[src/rtl/reqack_tph_pkg.sv]
// Shared types and helpers for the two-phase req/ack round-robin arbiter.
package reqack_tph_pkg;

  // Arbiter control states: IDLE while the downstream channel is free,
  // BUSY while a forwarded transfer waits for its downstream acknowledge.
  typedef enum logic {
    IDLE = 1'b0,
    BUSY = 1'b1
  } arb_state_t;

  // Widest requester vector rr_pick can search; callers zero-extend into it.
  localparam int unsigned RR_MAX_NREQ = 64;

  // Index width for n requesters, never narrower than one bit.
  function automatic int unsigned clog2_min1(input int unsigned n);
    int unsigned r;
    r = $clog2(n);
    if (r < 1) r = 1;
    return r;
  endfunction

  // Round-robin search: first pending index among ptr+1, ptr+2, ... mod nreq.
  // Returns the valid flag; the chosen index comes back through idx.
  // ptr must be below nreq, so ptr+k never needs more than one wrap.
  function automatic logic rr_pick(input  logic [RR_MAX_NREQ-1:0] pending,
                                   input  int unsigned            ptr,
                                   input  int unsigned            nreq,
                                   output int unsigned            idx);
    logic        found;
    int unsigned cand;
    found = 1'b0;
    idx   = 0;
    for (int unsigned k = 1; k <= RR_MAX_NREQ; k++) begin
      cand = ptr + k;
      if (cand >= nreq) cand = cand - nreq;
      if (!found && (k <= nreq) &&
          (|(pending & (RR_MAX_NREQ'(1) << cand)))) begin
        found = 1'b1;
        idx   = cand;
      end
    end
    return found;
  endfunction

endpackage

[src/rtl/reqack_tph_cdc_sync.sv]
// Two-flop synchronizer for a vector of level (two-phase) signals.
// Each bit is synchronized independently; safe because two-phase
// handshake lines change at most one bit per transfer per channel.
module reqack_tph_cdc_sync #(
  parameter int unsigned WIDTH = 1
) (
  input  logic             clk,
  input  logic             rst_n,
  input  logic [WIDTH-1:0] d,
  output logic [WIDTH-1:0] q
);

  logic [WIDTH-1:0] meta;

  // Two-stage shift, cleared to 0 on reset.
  always_ff @(posedge clk or negedge rst_n) begin
    if (!rst_n) begin
      meta <= '0;
      q    <= '0;
    end else begin
      meta <= d;
      q    <= meta;
    end
  end

endmodule

[src/rtl/reqack_tph_rr_arbiter.sv]
// Round-robin arbiter: NREQ upstream two-phase channels share one
// downstream two-phase channel. One transfer in flight at a time; the
// upstream ack is returned only after the downstream ack (end-to-end).
// NREQ must lie in 2..RR_MAX_NREQ.
module reqack_tph_rr_arbiter
  import reqack_tph_pkg::*;
#(
  parameter  int unsigned NREQ            = 2,
  parameter  int unsigned DWIDTH          = 1,
  parameter  bit          INCLUDE_CDC_PRV = 1'b0,
  parameter  bit          INCLUDE_CDC_NXT = 1'b0,
  localparam int unsigned IDW             = clog2_min1(NREQ)
) (
  input  logic                        clk,
  input  logic                        rst_n,
  input  logic [NREQ-1:0]             req,
  output logic [NREQ-1:0]             ack,
  input  logic [NREQ-1:0][DWIDTH-1:0] i_dat,
  output logic                        req_nxt,
  input  logic                        ack_nxt,
  output logic [DWIDTH-1:0]           o_dat,
  output logic [IDW-1:0]              o_id
);

  logic [NREQ-1:0] req_i;
  logic            ack_nxt_i;

  // Optional synchronizers on the asynchronous handshake inputs.
  if (INCLUDE_CDC_PRV) begin : g_cdc_prv
    reqack_tph_cdc_sync #(.WIDTH(NREQ)) u_sync_req (
      .clk   (clk),
      .rst_n (rst_n),
      .d     (req),
      .q     (req_i)
    );
  end else begin : g_no_cdc_prv
    assign req_i = req;
  end

  if (INCLUDE_CDC_NXT) begin : g_cdc_nxt
    reqack_tph_cdc_sync #(.WIDTH(1)) u_sync_ack_nxt (
      .clk   (clk),
      .rst_n (rst_n),
      .d     (ack_nxt),
      .q     (ack_nxt_i)
    );
  end else begin : g_no_cdc_nxt
    assign ack_nxt_i = ack_nxt;
  end

  arb_state_t                 state_q, state_d;
  logic [IDW-1:0]             ptr_q, ptr_d;
  logic [IDW-1:0]             gidx_q, gidx_d;
  logic [NREQ-1:0]            ack_d;
  logic                       req_nxt_d;
  logic [IDW-1:0]             o_id_d;
  logic                       grant;

  logic [NREQ-1:0]            pending;
  logic                       ds_done;
  logic [RR_MAX_NREQ-1:0]     pend_ext;
  logic                       pick_valid;
  int unsigned                pick_idx;
  logic [NREQ-1:0]            gidx_onehot;

  // Pending / downstream-done detection and the round-robin pick.
  always_comb begin
    pending  = req_i ^ ack;
    ds_done  = (req_nxt == ack_nxt_i);
    pend_ext = '0;
    pend_ext[NREQ-1:0] = pending;
    pick_idx   = 0;
    pick_valid = rr_pick(pend_ext, 32'(ptr_q), NREQ, pick_idx);
    gidx_onehot = '0;
    gidx_onehot[gidx_q] = 1'b1;
  end

  // Next-state and output logic; everything holds unless a grant or a
  // completion happens on this edge.
  always_comb begin
    state_d   = state_q;
    ptr_d     = ptr_q;
    gidx_d    = gidx_q;
    ack_d     = ack;
    req_nxt_d = req_nxt;
    o_id_d    = o_id;
    grant     = 1'b0;
    case (state_q)
      IDLE: begin
        if (pick_valid) begin
          grant     = 1'b1;
          req_nxt_d = ~req_nxt;
          gidx_d    = IDW'(pick_idx);
          o_id_d    = IDW'(pick_idx);
          state_d   = BUSY;
        end
      end
      BUSY: begin
        // Completion returns to IDLE, so the next grant is one edge later.
        if (ds_done) begin
          ack_d   = ack ^ gidx_onehot;
          ptr_d   = gidx_q;
          state_d = IDLE;
        end
      end
      default: state_d = IDLE;
    endcase
  end

  // Control and handshake registers; ptr starts at NREQ-1 so index 0 wins first.
  always_ff @(posedge clk or negedge rst_n) begin
    if (!rst_n) begin
      state_q <= IDLE;
      ptr_q   <= IDW'(NREQ - 1);
      gidx_q  <= '0;
      ack     <= '0;
      req_nxt <= 1'b0;
      o_id    <= '0;
    end else begin
      state_q <= state_d;
      ptr_q   <= ptr_d;
      gidx_q  <= gidx_d;
      ack     <= ack_d;
      req_nxt <= req_nxt_d;
      o_id    <= o_id_d;
    end
  end

  // Data register: loaded only on a grant edge, no reset.
  always_ff @(posedge clk) begin
    if (grant) o_dat <= i_dat[gidx_d];
  end

endmodule

[config.mk]
export PLATFORM = sky130hd
export DESIGN_NAME = reqack_tph_rr_arbiter
export DESIGN_NICKNAME = d
export VERILOG_FILES = /design/src/rtl/reqack_tph_pkg.sv /design/src/rtl/reqack_tph_cdc_sync.sv /design/src/rtl/reqack_tph_rr_arbiter.sv
export SDC_FILE = /design/constraint.sdc
export NUM_CORES = 1
export LEC_CHECK = 0
export CORE_MARGIN = 2
export CORE_UTILIZATION = 26
export DETAILED_ROUTE_END_ITERATION = 16
export PLACE_DENSITY = 0.47
export SLEW_MARGIN = 20
export SYNTH_ARGS = -nofsm -noshare
export SYNTH_HDL_FRONTEND = slang
export SYNTH_HIERARCHICAL = 1
export SYNTH_SLANG_ARGS = --single-unit
[constraint.sdc]
create_clock -name clk -period 2.7 [get_ports clk]
set_input_delay 0.675 -clock clk [delete_from_list [all_inputs] [get_ports clk]]
set_output_delay 0.675 -clock clk [all_outputs]
set_load 0.05 [all_outputs]
# Yosys cells after proc, flatten, opt, wreduce, memory -nomap -nowiden
# Index checks and enable logic that the tools add are counted.
# Widths: inputs -> output; s select.
# totals
ff_bits,8
out_inout_bits,5
in_bits,7
wordCells,48
# classes
n_addsub,4
bitwise_logic,6
magnitude_cmp,5
shift,2
n_eq_ne,1
n_reduce_logical,7
mux,16
# op_table
operator,n
$and 2x64->64,2
$reduce_or 64->1,2
$shl 1x32->64 const A,2
$mux 32,2
$mux 1,12
$lt 1x2->1 const B,2
$reduce_and 2->1,2
$sub 3x2->4 const B,1
$xor 2x2->2,2
$add 1x2->3 const B,1
$ge 3x2->1 const B,1
$sub 2x2->3 const B,1
$add 1x1->2 const B,1
$ge 2x2->1 const B,1
$logic_and 1x1->1,2
$not 1->1,2
$pmux 1 s2,1
$demux 1 s1,1
$eq 1x1->1,1
$ge 1x1->1 const B,1
$logic_not 1->1,1

# Longest topological paths before layout
# logic_depth
ltp_word,14
ltp_mapped,4
mapped_depth_nobuf,4

# Worst setup path before layout
# Ideal clock, no wire load.
# synth_path
kind,reg2reg
startpoint,register ack[0]
endpoint,register o_dat (data pin)
arrival_time_ns,1.573
slack_ns,0.867
period_less_slack_ns,1.833
path_buffers,0
path_stages_with_launch,5
setup_time_ns,0.260
path_cell_list,dfrtp_1 > xor2_2 > a211oi_1 > a21o_2 > mux2_4
# synth_between
elab_chain_len,11
word_cells_on_any_way,15
# synth_rtl
item,line_no,rtl
"start, declared",reqack_tph_rr_arbiter.sv:17,"output logic [NREQ-1:0] ack,"
"start signal, assigned",reqack_tph_rr_arbiter.sv:123,ack <= ack_d;
$xor 2x2->2 *,reqack_tph_rr_arbiter.sv:68,pending = req_i ^ ack;
$and 2x64->64,reqack_tph_pkg.sv:37,(|(pending & (RR_MAX_NREQ'(1) << cand)))) begin
$reduce_or 64->1,reqack_tph_pkg.sv:37,
$mux 1,reqack_tph_pkg.sv:36,if (!found && (k <= nreq) &&
$logic_not 1->1,reqack_tph_pkg.sv:36,
$logic_and 1x1->1,reqack_tph_pkg.sv:36,
$mux 1,reqack_tph_pkg.sv:36,
$mux 1 *,reqack_tph_rr_arbiter.sv:90,if (pick_valid) begin
$mux 1 *,reqack_tph_rr_arbiter.sv:88,case (state_q)
net gidx_d,reqack_tph_rr_arbiter.sv:53,"logic [IDW-1:0] gidx_q, gidx_d;"
$mux 1 (implied by the code) * (2 in series),reqack_tph_rr_arbiter.sv:131,if (grant) o_dat <= i_dat[gidx_d];
"end signal, assigned",reqack_tph_rr_arbiter.sv:131,
"end, declared",reqack_tph_rr_arbiter.sv:21,"output logic [DWIDTH-1:0] o_dat,"
# The timed path passes the listed nets; every way through them passes the cells marked *. The select of a mux whose other input is x is not followed.
# A chain may end at the register's enable or synchronous reset.

# Final worst setup path
# layout_path
startpoint,register ack[1]
endpoint,output port ack[1]
# No word-level cell between the ends.

==> run summary <==
Peak supply drop: 0.530 mV
initial antenna violation count: 0
wire length of the first global-routing pass: 924 um
final clock skew: 0.00125 ns
placeable core region: 0.00130 mm2
data arrival at the endpoint of the critical path: 1.51 ns
initial drt markers: 0
H-tree levels: 1
input/output buffers: 11
max-slew violation count: 0
Worst Path Buf+Inv: 1
element type at the critical path end: output port
clock period minus worst slack: 2.19 ns
CP Cell Sequence: clkdlybuf4s50_1
final sum of negative setup slack: 0 ns
largest net degree at the start of global routing: 8
standby leakage power: 0.221 nW
post-CTS resize count: 0
IO Count: 12
clk sink count: 8
Routed WL per cell: 10.4 um
Ant. Diodes: 0
type of the setup path with the least slack: flop to output port
Die Y-Extent: 41.2 um
fraction of layout instances using a drive strength above 1: 0.238
width of the die: 41.2 um
final hold slack: 0.465 ns
warning count from the yosys run: 6
Synth-to-Final Area Change: 43.1%
CTS clock-pin slew for the worst setup and hold paths: 0.06 ns
highest clock rate: 0.457 GHz
GPL Wtd Cong: 0.662
insertion delay of the later-clocked pin in the worst-skew pair: 0.25 ns
non-filler instance count after layout: 57
Crit-path slowest cell: clkdlybuf4s50_1
Worst Tran Pin Value: 0.494 ns
buffer count from post-CTS setup fixing: 0
Mapped Area: 360 um2
number of instances in the synthesized netlist: 27
cell total after placement: 53
final critical-path setup slack: 0.511 ns
standard-cell rows: 13
total number of nets in the final design: 50
effective utilization at floorplan: 0.277
TritonCTS clock tree: yes
post-route core utilization: 0.396
First-pass DRT Iterations: 1
mean number of vias per cell: 4.14
total routed wirelength: 592 um
Synth Register Bits: 8
Max-cap violations: 0
Max clock buf depth: 2
critical-path maximum fanout: 4
post-synth cell types: 15
number of endpoints with negative hold slack in the final report: 0
result of the run: completed
hold-fix buffers at CTS: 0
share of the cycle needed by the critical path after routing: 0.811
detailed-route DRC error count: 0
library cell used as clock root buffer: clkbuf_4
sum of overflow across all layers after global routing: 0
setup slack after placement: 0.333 ns
CP delay by family, top: buffers and inverters
total number of vias: 236
total global-route track usage: 0.0922
post-synthesis net count: 34
class of the tightest hold or removal check: flop to flop
critical path startpoint category: flop
worst slew margin relative to its limit: 0.670
placed wire-length estimate after detailed placement: 461 um
vias in the first global route: 236
synthesized area per cell: 13.3 um2
CP peak stage delay: 0.83 ns
setup repair after global routing missed its margin: false
endpoints failing setup: 0
critical path required time: 2.03 ns
antenna viol nets, final: 0
DIE AREA: 0.00170 mm2
proportion of synthesized chip area in sequential cells: 0.573
power density over the cells: 1450 mW/mm2
Inserted Clock Buffers: 3
## layout make-up
type / count / area [um2]
fillers: 141 / 786
flip-flops and latches: 8 / 206
multi-input cells: 18 / 150
repair buffers: 11 / 110
clock buffers: 4 / 26.3
well taps: 15 / 18.8
inverters: 1 / 3.75
## metrics by stage
| stage | power (W) | instance area (um2) |
|---|---|---|
| 3_5_place_dp | 0.000657 | 489 |
| 3_3_place_gp | 0.000654 | 489 |
| 2_1_floorplan | 0.000542 | 360 |
| 6_report | 0.000749 | 515 |
| 5_1_grt | 0.000797 | 515 |
| 4_1_cts | 0.000760 | 515 |
## flip-flops by register name, summed over array words and instances (netlist names)
name / flops
ack: 2
state_q: 1
gidx_q: 1
o_dat: 1
req_nxt: 1
o_id: 1
ptr_q: 1
## kinds of logic after synthesis
family          Yosys count  share of synthesized area
mux                       1                     0.0417
xor+xnor                  7                      0.191
flops                     8                      0.573
buf+inv                   1                     0.0104
compound gates            5                      0.128
simple gates              5                     0.0555
## cells in the final DEF, fill, tap and decap left out
cell type and count:
a211oi_1 1, nand2_1 3, xor2_1 2, clkdlybuf4s50_1 11, dfstp_2 1, xnor2_1 4
clkbuf_1 1, mux2_4 1, nor2_1 1, edfxtp_1 1, a21o_2 2, o21bai_2 1
clkbuf_4 3, o31a_2 1, nand3_1 1, dfrtp_1 6, inv_1 1, xor2_2 1
## synthesized netlist by cell type, drive strengths merged
master / count / area (um2)
a211oi: 1 / 7.51
a21o: 2 / 17.5
dfrtp: 6 / 150
dfstp: 1 / 26.3
edfxtp: 1 / 30.0
inv: 1 / 3.75
mux2: 1 / 15.0
nand2: 3 / 11.3
nand3: 1 / 5.00
nor2: 1 / 3.75
o21bai: 1 / 11.3
o31a: 1 / 10.0
xnor2: 4 / 35.0
xor2: 3 / 33.8
## final timing paths
check                       start  endpoint  slack (ns)  cells past startpoint
min in group asynchronous   rst_n    ack[1]        0.68                      1
min                         ptr_q     ptr_q        0.46                      2
min reg2reg                 ptr_q     ptr_q        0.46                      2
max reg2reg                ack[0]     o_dat        1.00                      4
max                        ack[1]    ack[1]        0.51                      1
max in group asynchronous   rst_n     ptr_q        1.74                      1
## report_power, final
group	internal, W	total, W	switching, W
combinational	0.000173	0.000401	0.000228
clock	0.0000566	0.0000985	0.0000419
sequential	0.000194	0.000249	0.0000555
total	0.000424	0.000749	0.000326
## routing by layer
metal | up-vias | global-route usage | share of wire
li1 | 118 | - | -
met1 | 108 | 0.110 | 0.44
met2 | 10 | 0.121 | 0.45
met3 | 0 | 0.0815 | 0.11
met4 | 0 | 0.0242 | 0
met5 | - | 0 | 0
Power figures use the tool's default switching activity.
